**src/rtl/eth_frame_reader_pkg.sv**
```systemverilog
// Shared widths, limits and FSM encoding for the Ethernet frame reader.
package eth_pkg;
    localparam int ADDR_W  = 10;
    localparam int DATA_W  = 8;
    localparam int LEN_W   = ADDR_W + 1;
    localparam int MAX_LEN = 1024;

    typedef enum logic [1:0] {
        IDLE,
        READ,
        DRAIN,
        DONE
    } state_e;
endpackage

```
**src/rtl/eth_frame_reader_if.sv**
```systemverilog
// Control, frame-buffer read port and TX byte stream of the frame reader.
interface eth_frame_reader_if import eth_pkg::*; ();
    logic              Start;
    logic [ADDR_W-1:0] StartAddr;
    logic [LEN_W-1:0]  Length;
    logic              Abort;
    logic              Busy;
    logic              Done;
    logic [ADDR_W-1:0] RdAddress;
    logic              RdClockEn;
    logic [DATA_W-1:0] Q;
    logic [DATA_W-1:0] TxData;
    logic              TxValid;
    logic              TxLast;
    logic              TxReady;

    modport master (
        input  Start, StartAddr, Length, Abort, Q, TxReady,
        output Busy, Done, RdAddress, RdClockEn, TxData, TxValid, TxLast
    );

    modport slave (
        output Start, StartAddr, Length, Abort, Q, TxReady,
        input  Busy, Done, RdAddress, RdClockEn, TxData, TxValid, TxLast
    );
endinterface

```
**src/rtl/eth_frame_reader_skid_fifo.sv**
```systemverilog
// Small power-of-two FIFO that absorbs bytes still in flight from the buffer read port.
module eth_skid_fifo #(
    parameter int DEPTH = 4,
    parameter int W     = 8
) (
    input  logic                     clk_i,
    input  logic                     rst_i,
    input  logic                     flush_i,
    input  logic                     push_i,
    input  logic [W-1:0]             data_i,
    input  logic                     pop_i,
    output logic [W-1:0]             data_o,
    output logic [$clog2(DEPTH):0]   occ_o
);
    localparam int AW = $clog2(DEPTH);
    localparam logic [AW:0] FULL_C = (AW+1)'(DEPTH);

    logic [W-1:0]  mem_q [DEPTH];
    logic [AW-1:0] wr_q, rd_q;
    logic [AW:0]   occ_q;
    logic          do_push, do_pop;

    assign do_pop  = pop_i && (occ_q != '0);
    assign do_push = push_i && ((occ_q != FULL_C) || do_pop);
    assign data_o  = mem_q[rd_q];
    assign occ_o   = occ_q;

    always_ff @(posedge clk_i or posedge rst_i) begin
        if (rst_i) begin
            for (int i = 0; i < DEPTH; i++) mem_q[i] <= '0;
            wr_q  <= '0;
            rd_q  <= '0;
            occ_q <= '0;
        end else if (flush_i) begin
            wr_q  <= '0;
            rd_q  <= '0;
            occ_q <= '0;
        end else begin
            if (do_push) begin
                mem_q[wr_q] <= data_i;
                wr_q        <= wr_q + AW'(1);
            end
            if (do_pop) rd_q <= rd_q + AW'(1);
            case ({do_push, do_pop})
                2'b10:   occ_q <= occ_q + (AW+1)'(1);
                2'b01:   occ_q <= occ_q - (AW+1)'(1);
                default: occ_q <= occ_q;
            endcase
        end
    end
endmodule

```
**src/rtl/eth_frame_reader.sv**
```systemverilog
// Reads a Length-byte frame from the 1024x8 frame buffer (1-cycle read latency)
// and streams it out on a valid/ready byte interface with TxLast and a Done pulse.
module eth_frame_reader import eth_pkg::*; #(
    parameter int BUF_DEPTH = 4
) (
    input logic                RdClock,
    input logic                Reset,
    eth_frame_reader_if.master bus
);
    localparam int OCC_W = $clog2(BUF_DEPTH) + 1;
    localparam logic [OCC_W:0] DEPTH_C = (OCC_W+1)'(BUF_DEPTH);

    state_e            state_q, state_d;
    logic [ADDR_W-1:0] addr_q, addr_d, rd_addr_q;
    logic [LEN_W-1:0]  remain_q, remain_d, len_q, pop_cnt_q;
    logic              inflight_q;
    logic [OCC_W-1:0]  occ;
    logic [OCC_W:0]    pending;
    logic [DATA_W-1:0] head;
    logic              issue, start_ok, abort, tx_valid, tx_last, pop;

    // Reads are throttled only by registered occupancy, so TxReady never reaches RdClockEn.
    assign pending  = {1'b0, occ} + {{OCC_W{1'b0}}, inflight_q};
    assign issue    = (state_q == READ) && (remain_q != '0) && (pending < DEPTH_C);
    assign abort    = bus.Abort && (state_q != IDLE);
    assign start_ok = (state_q == IDLE) && bus.Start && !bus.Abort;
    assign tx_valid = (occ != '0);
    assign tx_last  = tx_valid && (pop_cnt_q == len_q - LEN_W'(1));
    assign pop      = tx_valid && bus.TxReady;

    eth_skid_fifo #(.DEPTH(BUF_DEPTH), .W(DATA_W)) u_skid (
        .clk_i   (RdClock),
        .rst_i   (Reset),
        .flush_i (abort),
        .push_i  (inflight_q),
        .data_i  (bus.Q),
        .pop_i   (pop),
        .data_o  (head),
        .occ_o   (occ)
    );

    always_comb begin
        state_d  = state_q;
        addr_d   = addr_q;
        remain_d = remain_q;
        case (state_q)
            IDLE: if (start_ok) begin
                if (bus.Length == '0) begin
                    state_d = DONE;
                end else begin
                    addr_d   = bus.StartAddr;
                    remain_d = bus.Length;
                    state_d  = READ;
                end
            end
            READ: if (issue) begin
                addr_d   = addr_q + ADDR_W'(1);
                remain_d = remain_q - LEN_W'(1);
                if (remain_q == LEN_W'(1)) state_d = DRAIN;
            end
            DRAIN: if (pop && tx_last) state_d = DONE;
            DONE:  state_d = IDLE;
            default: state_d = IDLE;
        endcase
        if (abort) begin
            state_d  = IDLE;
            remain_d = '0;
        end
    end

    always_ff @(posedge RdClock or posedge Reset) begin
        if (Reset) begin
            state_q    <= IDLE;
            addr_q     <= '0;
            rd_addr_q  <= '0;
            remain_q   <= '0;
            len_q      <= '0;
            pop_cnt_q  <= '0;
            inflight_q <= 1'b0;
        end else begin
            state_q    <= state_d;
            addr_q     <= addr_d;
            remain_q   <= remain_d;
            inflight_q <= issue && !abort;
            if (issue) rd_addr_q <= addr_q;
            if (start_ok) begin
                len_q     <= bus.Length;
                pop_cnt_q <= '0;
            end else if (abort) begin
                pop_cnt_q <= '0;
            end else if (pop) begin
                pop_cnt_q <= pop_cnt_q + LEN_W'(1);
            end
        end
    end

    // The address shows live during an issue and otherwise holds the last one issued.
    assign bus.RdAddress = issue ? addr_q : rd_addr_q;
    assign bus.RdClockEn = issue;
    assign bus.Busy      = (state_q != IDLE);
    assign bus.Done      = (state_q == DONE);
    assign bus.TxValid   = tx_valid;
    assign bus.TxData    = head;
    assign bus.TxLast    = tx_last;
endmodule

```
**src/flat_wrapper.sv**
```systemverilog
// flat-port wrapper written by rule: the top's interface ports become plain ports
module eth_frame_reader_flat import eth_pkg::*;
#(
    parameter int BUF_DEPTH = 4
)
  (RdClock, Reset, bus_Start, bus_StartAddr, bus_Length, bus_Abort, bus_Q, bus_TxReady, bus_Busy, bus_Done, bus_RdAddress, bus_RdClockEn, bus_TxData, bus_TxValid, bus_TxLast);
  eth_frame_reader_if bus_i ();
  input logic RdClock;
  input logic Reset;
  input wire logic [$bits(bus_i.Start)-1:0] bus_Start;
  input wire logic [$bits(bus_i.StartAddr)-1:0] bus_StartAddr;
  input wire logic [$bits(bus_i.Length)-1:0] bus_Length;
  input wire logic [$bits(bus_i.Abort)-1:0] bus_Abort;
  input wire logic [$bits(bus_i.Q)-1:0] bus_Q;
  input wire logic [$bits(bus_i.TxReady)-1:0] bus_TxReady;
  output wire logic [$bits(bus_i.Busy)-1:0] bus_Busy;
  output wire logic [$bits(bus_i.Done)-1:0] bus_Done;
  output wire logic [$bits(bus_i.RdAddress)-1:0] bus_RdAddress;
  output wire logic [$bits(bus_i.RdClockEn)-1:0] bus_RdClockEn;
  output wire logic [$bits(bus_i.TxData)-1:0] bus_TxData;
  output wire logic [$bits(bus_i.TxValid)-1:0] bus_TxValid;
  output wire logic [$bits(bus_i.TxLast)-1:0] bus_TxLast;
  assign bus_i.Start = bus_Start;
  assign bus_i.StartAddr = bus_StartAddr;
  assign bus_i.Length = bus_Length;
  assign bus_i.Abort = bus_Abort;
  assign bus_i.Q = bus_Q;
  assign bus_i.TxReady = bus_TxReady;
  assign bus_Busy = bus_i.Busy;
  assign bus_Done = bus_i.Done;
  assign bus_RdAddress = bus_i.RdAddress;
  assign bus_RdClockEn = bus_i.RdClockEn;
  assign bus_TxData = bus_i.TxData;
  assign bus_TxValid = bus_i.TxValid;
  assign bus_TxLast = bus_i.TxLast;
  eth_frame_reader #(.BUF_DEPTH(BUF_DEPTH)) u_core (.RdClock(RdClock), .Reset(Reset), .bus(bus_i));
endmodule
```
**config.mk**
```make
export PLATFORM = sky130hd
export DESIGN_NAME = eth_frame_reader_flat
export DESIGN_NICKNAME = d
export VERILOG_FILES = /design/src/rtl/eth_frame_reader_pkg.sv /design/src/rtl/eth_frame_reader_if.sv /design/src/rtl/eth_frame_reader_skid_fifo.sv /design/src/rtl/eth_frame_reader.sv /design/src/flat_wrapper.sv
export SDC_FILE = /design/constraint.sdc
export NUM_CORES = 1
export LEC_CHECK = 0
export ABC_AREA = 1
export BUFFER_PORTS_ARGS = -buffer_cell sky130_fd_sc_hd__buf_2
export CORE_MARGIN = 2
export CORE_UTILIZATION = 50
export CTS_CLUSTER_SIZE = 20
export DETAILED_ROUTE_END_ITERATION = 8
export GPL_TIMING_DRIVEN = 1
export HOLD_SLACK_MARGIN = 0.02
export PLACE_DENSITY = 0.72
export SKIP_CTS_REPAIR_TIMING = 1
export SYNTH_ARGS = -nofsm -noshare
export SYNTH_HDL_FRONTEND = slang
export SYNTH_HIERARCHICAL = 1
export SYNTH_SLANG_ARGS = --single-unit
export TNS_END_PERCENT = 10
```
**constraint.sdc**
```tcl
create_clock -name RdClock -period 2.2 [get_ports RdClock]
set_clock_uncertainty 0.15 [all_clocks]
set_input_delay 0.44 -clock RdClock [delete_from_list [all_inputs] [get_ports RdClock]]
set_output_delay 0.44 -clock RdClock [all_outputs]
set_load 0.05 [all_outputs]
```
Word-level counts from Yosys, hierarchy flattened
Index checks and enable logic that the tools add are counted.
{"block": "word_totals", "reg_bits": 95, "inputBits": 34, "wordCells": 108}
{"block": "op_classes", "add_sub_neg": 9, "magnitude_cmp": 4, "eq_ne": 16, "n_mux": 32, "n_bitwise": 3, "n_reduce_logical": 30}
{"operator": "$mux 11", "count": 7}
{"operator": "$mux 10", "count": 4}
{"operator": "$bwmux 32", "count": 1}
{"operator": "$mux 8", "count": 3}
{"operator": "$pmux 11 s2", "count": 1}
{"operator": "$sub 11x1->11 const B", "count": 2}
{"operator": "$mux 2", "count": 10}
{"operator": "$pmux 10 s2", "count": 1}
{"operator": "$bmux 8 s2", "count": 1}
{"operator": "$demux 8 s2", "count": 1}
{"operator": "$logic_and 1x1->1", "count": 12}
{"operator": "$reduce_and 4->1", "count": 3}
{"operator": "$reduce_bool 3->1", "count": 4}
{"operator": "$add 11x1->11 const B", "count": 1}
{"operator": "$eq 11x1->1 const B", "count": 1}
{"operator": "$eq 11x11->1", "count": 1}
{"operator": "$logic_not 11->1", "count": 1}
{"operator": "$reduce_bool 11->1", "count": 1}
{"operator": "$add 10x1->10 const B", "count": 1}
{"operator": "$ne 3x1->1 const B", "count": 3}
{"operator": "$pmux 2 s4", "count": 1}
{"operator": "$reduce_bool 2->1", "count": 4}
{"operator": "$eq 2x2->1 const B", "count": 3}
{"operator": "$ge 3x3->1 const B", "count": 2}
{"operator": "19 further kinds", "count": 25}

Logic depth before layout (Yosys ltp)
Gate-level depths: netlist (run 1).
{"block": "depth", "ltp_word": 8, "mapped_depth": 15, "ltp_nobuf": 15}

Cells and area by module
Netlist (run 1), hierarchy kept.
{"module": "eth_frame_reader", "n_inst": 1, "cells_per_inst": 483, "area_per_inst_um2": 3530.9, "seq_area_each_um2": 1401.3}
{"module": "eth_skid_fifo", "n_inst": 1, "cells_per_inst": 212, "area_per_inst_um2": 1950.6, "seq_area_each_um2": 975.9}

Worst setup path after synthesis (run 1)
OpenSTA, ideal clock, no wires.
{"block": "synth_timing", "path_type": "register to output", "start": "register u_core.state_q[1]", "end": "output port bus_RdAddress[2]", "arrival_ps": 2475, "t_required_ps": 1610, "path_slack_ps": -865, "stages_incl_launch_ff": 9, "cell_sequence": "dfrtp_1 > inv_1 > ha_1 > o21ai_0 > nor2_1 > nand2_2 > buf_2 > buf_2 > o21ai_0"}
{"block": "synth_via", "elab_chain_len": 4}
{"item": "start, declared", "line": "eth_frame_reader.sv:13", "rtl": "state_e state_q, state_d;"}
{"item": "start signal, assigned", "line": "eth_frame_reader.sv:81", "rtl": "state_q <= state_d;"}
{"item": "$eq 2x1->1", "line": "eth_frame_reader.sv:24", "rtl": "assign issue = (state_q == READ) && (remain_q != '0) && (pending < DEPTH_C);"}
{"item": "$logic_and 1x1->1 (2 in series)", "line": "eth_frame_reader.sv:24"}
{"item": "$mux 10"}
{"item": "end, declared", "line": "flat_wrapper.sv:18", "rtl": "output wire logic [$bits(bus_i.RdAddress)-1:0] bus_RdAddress;"}
Every way passes these cells.

Final worst setup path (run 1)
{"block": "layout_timing", "start": "register u_core.len_q[0]", "end": "output port bus_TxLast"}
{"block": "layout_via", "elab_chain_len": 3}
{"item": "start, declared", "line": "eth_frame_reader.sv:15", "rtl": "logic [LEN_W-1:0] remain_q, remain_d, len_q, pop_cnt_q;"}
{"item": "start signal, assigned", "line": "eth_frame_reader.sv:87", "rtl": "len_q <= bus.Length;"}
{"item": "$sub 11x1->11", "line": "eth_frame_reader.sv:28", "rtl": "assign tx_last = tx_valid && (pop_cnt_q == len_q - LEN_W'(1));"}
{"item": "$eq 11x11->1", "line": "eth_frame_reader.sv:28"}
{"item": "$logic_and 1x1->1", "line": "eth_frame_reader.sv:28"}
{"item": "end, declared", "line": "flat_wrapper.sv:22", "rtl": "output wire logic [$bits(bus_i.TxLast)-1:0] bus_TxLast;"}
Every way passes these cells.

==> results of run 1 <==
==> registers in the layout, summed over array words and instances (netlist names) <==
signal	count
u_core/state_q	2
u_core/len_q	11
u_core/addr_q	10
u_core/u_skid/occ_o	3
u_core/inflight_q	1
u_core/pop_cnt_q	11
u_core/remain_q	11
u_core/rd_addr_q	10
u_core/u_skid/rd_q	2
u_core/u_skid/wr_q	2
u_core/u_skid/mem_q	32
==> path summary, 6_finish.rpt <==
| path | slack [ps] | endpoint |
|---|---|---|
| max | -360 | bus_TxLast |
| min | 210 | u_core/len_q[8] |
| max reg2reg | -60 | u_core/addr_q[9] |
| min in group asynchronous | 490 | u_core/rd_addr_q[5] |
| max in group asynchronous | 960 | u_core/u_skid/occ_o[2] |
| min reg2reg | 340 | u_core/u_skid/mem_q[20] |
==> worst min-delay path, delay by kind of cell <==
family                 cells  cell delay, ps
AO/OA/AOI/OAI              1              80
buffers and inverters      2             160
==> power by group <==
group | switching [W] | internal, W
clock | 0.000672 | 0.000496
combinational | 0.00453 | 0.00283
sequential | 0.000581 | 0.00249
==> cell families (layout without fill, tap and decap cells) <==
logic type,count (synthesis),count (layout),synth area share (%)
AND/OR/NAND/NOR,313,313,25.66
AO/OA/AOI/OAI,153,153,17.01
XOR/XNOR,12,12,1.917
adder cells (fa/ha/maj),15,15,3.561
flip-flops,95,95,43.37
buffers and inverters,106,216,8.308
multiplexers,1,1,0.1826
==> cell type report <==
type	count	area [um2]
fillers	917	3819
well taps	140	175.2
flip-flops and latches	95	2381
clock inverters	5	46.29
multi-input cells	494	2948
inverters	90	344.1
clock buffers	11	151.4
repair buffers	110	880.8
==> per-layer routing <==
metal	GRT usage [%]	share of wire, %
met1	30.38	44
met2	37.59	49
met3	3.885	4.9
met4	8.425	2.0
met5	0	0
==> cell usage in the layout, fill, tap and decap left out, types with 3 or more instances in the layout <==
cell      count
a21oi_1      21
buf_12        3
buf_2        38
buf_4        49
buf_6        10
buf_8         5
clkbuf_8     11
dfrtp_1      92
dfrtp_2       3
ha_1         10
ha_4          4
inv_1        74
inv_2        13
inv_6         3
nand2_1     164
nand2_2      13
nand2_4      14
nand3_1      28
nand3_2       3
nand4_1       7
nor2_1       58
nor2_2        8
nor2_4        6
o21ai_0      49
o21ai_1      17
o21ai_2      26
o21ai_4       7
o22ai_1      20
o31ai_1       4
xnor2_1       4
xor2_1        7
==> per-stage QoR <==
stage / power, W / worst slack [ps] / utilization (%) / hold slack [ps] / std cells
2_1_floorplan: 0.007820 / -42.88 / - / 299.6 / 695
3_3_place_gp: 0.009186 / -16.26 / 58.49 / 301.6 / 913
3_5_place_dp: 0.009400 / -110.9 / 58.49 / 313.4 / 913
4_1_cts: 0.01060 / -521.0 / 60.33 / -40.00 / 929
5_1_grt: 0.01246 / -476.8 / 64.46 / 209.4 / 945
6_report: 0.01160 / -357.5 / 64.46 / 205.2 / 945
==> metrics, run 1 <==
run status=complete, but fails checks; failing checks=setup timing; CTS clk-pin slew, worst paths=100 ps; FP Rows=38; Max-slew headroom=67.46%; CP Data Arrival Time=1970 ps; io pins=57; sinks on the clock net=95; hold wc startpoint=bus_Length[8]; Worst EP required=1610 ps; Final setup viols=13; Hold Path Depth=3; Fin Setup TNS=-3044 ps; most used cell, CP=nand2_1; ys flop type=dfrtp_1; Critical Setup Path Class=reg -> out; total routed wirelength=13.40 mm; Root Buffer Master=clkbuf_8; synthesized area=5482 um2; Yosys reg bits=95; largest net degree at the start of global routing=57; RSZ-0062 raised after global routing=yes; worst-margin pin slew=488.0 ps; CP max stage delay=400 ps; PD cells=1675 nW/um2; worst skew pair latency=370 ps; syn_nets=744; Max Slew Vio Count=0; antenna cells=0; share of layout cells above drive strength 1=29.57%; Avg WL per Cell=14.18 um; Async SR Flop Fraction=100.0%; post-DP HPWL=9.240 mm; Mapped Cells=695; worst setup margin=-357.5 ps; delay-heaviest family, CP=simple AND/OR/NAND/NOR gates; Final Cell Area=6927 um2; worst path buffer plus inverter count=3; Seq/Total Area, Yosys=43.37%; initial core utilization=51.01%; Stages on worst setup path=11; Final Hold Fails=0; synthesized area per cell=7.887 um2; Synth area leader=dfrtp_1; Die Span Y=108.7 um; HP Class=in -> reg; H-tree Lvls=3; Worst R2R Start=u_core/state_q[1]; vias per cell=5.323; routed via count=5030; initial antenna violation count=0; die area=11820 um2; RD Place Congestion=0.9185; max-cap violations=0; Initial DRC Count=339; GR Util All Layers=22.85%; cts bufs inserted=9; Synth warnings=6; placed instance area=6285 um2; maximum clock frequency=0.3910 GHz; fin crit share=116.2%; post-synthesis cell type count=45; critical path endpoint category=output pin; VDD IR-drop max=1.299 mV; drt pass-1 iters=5; EDFF count, synth=0; Die W=108.7 um; first-pass GRT wire length=21.55 mm; CORE AREA=10750 um2; worst-case reg-to-reg path depth=13; critical path launch point=u_core/len_q[0]; remaining antenna violation count after routing=0; critical path peak fanout=3; IO buf count=56; Layout Nets=849; top cells by count, synth=nand2_1, dfrtp_1, inv_1; vias in the first global route=4771; static leakage=3.453 nW; clk buf depth=2; top cell type's share of synthesized area=43.37%; worst-path cell chain=inv_2 -> ha_4 -> buf_4 -> nand2_1 -> nor2_2 -> nand2_1 -> nand2_1 -> nand3_1 -> nor2_2 -> and3_4 -> buf_8; CTS tree=yes; CP max stage cell=dfrtp_1; ranking of synthesized cells by area=dfrtp_1, nand2_1, inv_1; cell with the most instances after synthesis=nand2_1; P&R area growth vs syn=26.36%; Worst setup SP type=flop; total congestion overflow=0; min cycle time layout=2557 ps; Residual DRC=0
Note: power is estimated with default switching activity, not from simulation.
==> inputs of run 2 (changes only) <==
PLACE_DENSITY = 0.69   (was 0.72)
clock period = 3 ns   (was 2.2 ns; I/O delays follow)
==> run 2 against run 1 <==
Against the previous run: the flow now finishes without violations; cell area is 11% lower; cell count is 4.4% lower; total power is 36% lower.
==> metrics, run 2 (synthesis gave the netlist of run 1 again) <==
combinational power share=58.3%; antenna cells=0; clk buf depth=2; Net Sw Frac=52.39%; worst skew pair latency=380 ps; total congestion overflow=0; drt pass-1 iters=6; Residual DRC=0; critical path peak fanout=10; PD cells=1193 nW/um2; Root Buffer Master=clkbuf_8; vias per cell=5.351; RD Place Congestion=0.9592; maximum clock frequency=0.3440 GHz; CORE AREA=10750 um2; most used cell, CP=o21ai_0; max FFs per register=32; critical path endpoint category=output pin; internal power=0.003516 W; sinks on the clock net=95; P_sw=0.003869 W; Die Span Y=108.7 um; commonest non-fill, non-tap cells in the layout=nand2_1, dfrtp_1, inv_1; Worst EP required=2250 ps; run status=finished, final reports clean; vias in the first global route=4433; Final setup viols=0; commonest non-fill, non-tap cell in the layout=nand2_1; routed via count=4832; post-DP HPWL=9.203 mm; Seq pwr share=30.6%; min cycle time layout=2907 ps; IO buf count=56; Clock power frac=11.0%; CP max stage delay=450 ps; H-tree Lvls=3; Fin Setup TNS=0 ps; Max-slew headroom=60.62%; cts bufs inserted=9; Final Hold Fails=0; io pins=57; Worst setup SP type=flop; worst-margin pin slew=589.9 ps; Initial DRC Count=348; VDD IR-drop max=0.9152 mV; CP Data Arrival Time=2160 ps; static leakage=3.140 nW; P&R area growth vs syn=12.97%; largest net degree at the start of global routing=34; HP Class=reg -> reg; Final Util=57.63%; die area=11820 um2; worst-path cell chain=inv_1 -> ha_1 -> o21ai_0 -> nor2_2 -> buf_4 -> nand2_4 -> o21ai_0 -> clkbuf_4; Die W=108.7 um; Critical Setup Path Class=reg -> out; Max Slew Vio Count=0; fin crit share=96.90%; total routed wirelength=13.04 mm; Top reg by flops=u_core/u_skid/mem_q; CTS tree=yes; share of layout cells above drive strength 1=19.40%; max-cap violations=0; first-pass GRT wire length=21.18 mm; initial antenna violation count=0; RSZ-0062 raised after global routing=yes; CTS clk-pin slew, worst paths=90 ps; initial core utilization=51.01%; Avg WL per Cell=14.45 um; FP Rows=38; Layout Nets=807; CP max stage cell=dfrtp_2; GR Util All Layers=22.83%; remaining antenna violation count after routing=0
## run 2: cell types whose count changed in the layout (fill, tap and decap cells not counted), sizes merged
cell,before,now
clkbuf,15,11
clkinv,2,3
nand2,192,194
buf,105,64
clkinvlp,0,3
inv,93,90
## run 2: final timing paths
| kind | startpoint | to | slack (ps) | cells past startpoint |
|---|---|---|---|---|
| worst max-delay path | u_core/state_q[1] | bus_RdAddress[4] | 90 | 8 |
| worst max register to register | u_core/u_skid/occ_o[2] | u_core/u_skid/occ_o[2] | 530 | 13 |
| worst min register to register | u_core/u_skid/mem_q[10] | u_core/u_skid/mem_q[10] | 340 | 2 |
| max in group asynchronous | Reset | u_core/state_q[1] | 1350 | 4 |
| min in group asynchronous | Reset | u_core/u_skid/occ_o[1] | 540 | 3 |
| worst min-delay path | u_core/u_skid/mem_q[10] | u_core/u_skid/mem_q[10] | 340 | 2 |
## run 2: power groups by stage
stage	Clock, W	Combinational, W	Sequential, W
2_1_floorplan	0	0.00333	0.00215
3_3_place_gp	0	0.00398	0.00225
3_5_place_dp	0	0.00407	0.00227
4_1_cts	0.000833	0.00409	0.00225
5_1_grt	0.000884	0.00477	0.00234
6_report	0.000814	0.00431	0.00226
## run 2: worst max-delay path, delay by kind of cell (launching register included)
kind	cells	cell delay, ps
buffers and inverters	3	540
DFF	1	450
AOI/OAI and AO/OA	2	340
and+or+nand+nor	2	240
adders and majority gates	1	200
## run 2: cell type report
type | instances | area, um2
fillers | 1031 | 4553
repair buffers | 66 | 396.6
inverters | 90 | 344.1
multi-input cells | 496 | 2715
clock inverters | 6 | 45.04
well taps | 140 | 175.2
flip-flops and latches | 95 | 2379
clock buffers | 10 | 137.6
## run 2: stage by stage
stage	power (W)	worst slack [ps]	instances	cell area, um2	hold WS (ps)
6_report	0.007385	92.96	903	6192	337.5
5_1_grt	0.007994	-59.36	903	6192	365.6
4_1_cts	0.007166	-223.7	898	6061	-9.810
3_5_place_dp	0.006344	207.6	882	5878	313.8
3_3_place_gp	0.006229	347.5	882	5878	308.5
2_1_floorplan	0.005485	-224.7	695	5482	299.6
## run 2: per-layer routing
metal  wire length [um]  up-vias  GRT usage, %
met5                  0        -             0
met4                180        0         7.051
met3                771       12         4.423
met2               5823      136         34.82
met1               6270     2299         32.96
li1                   -     2385             -
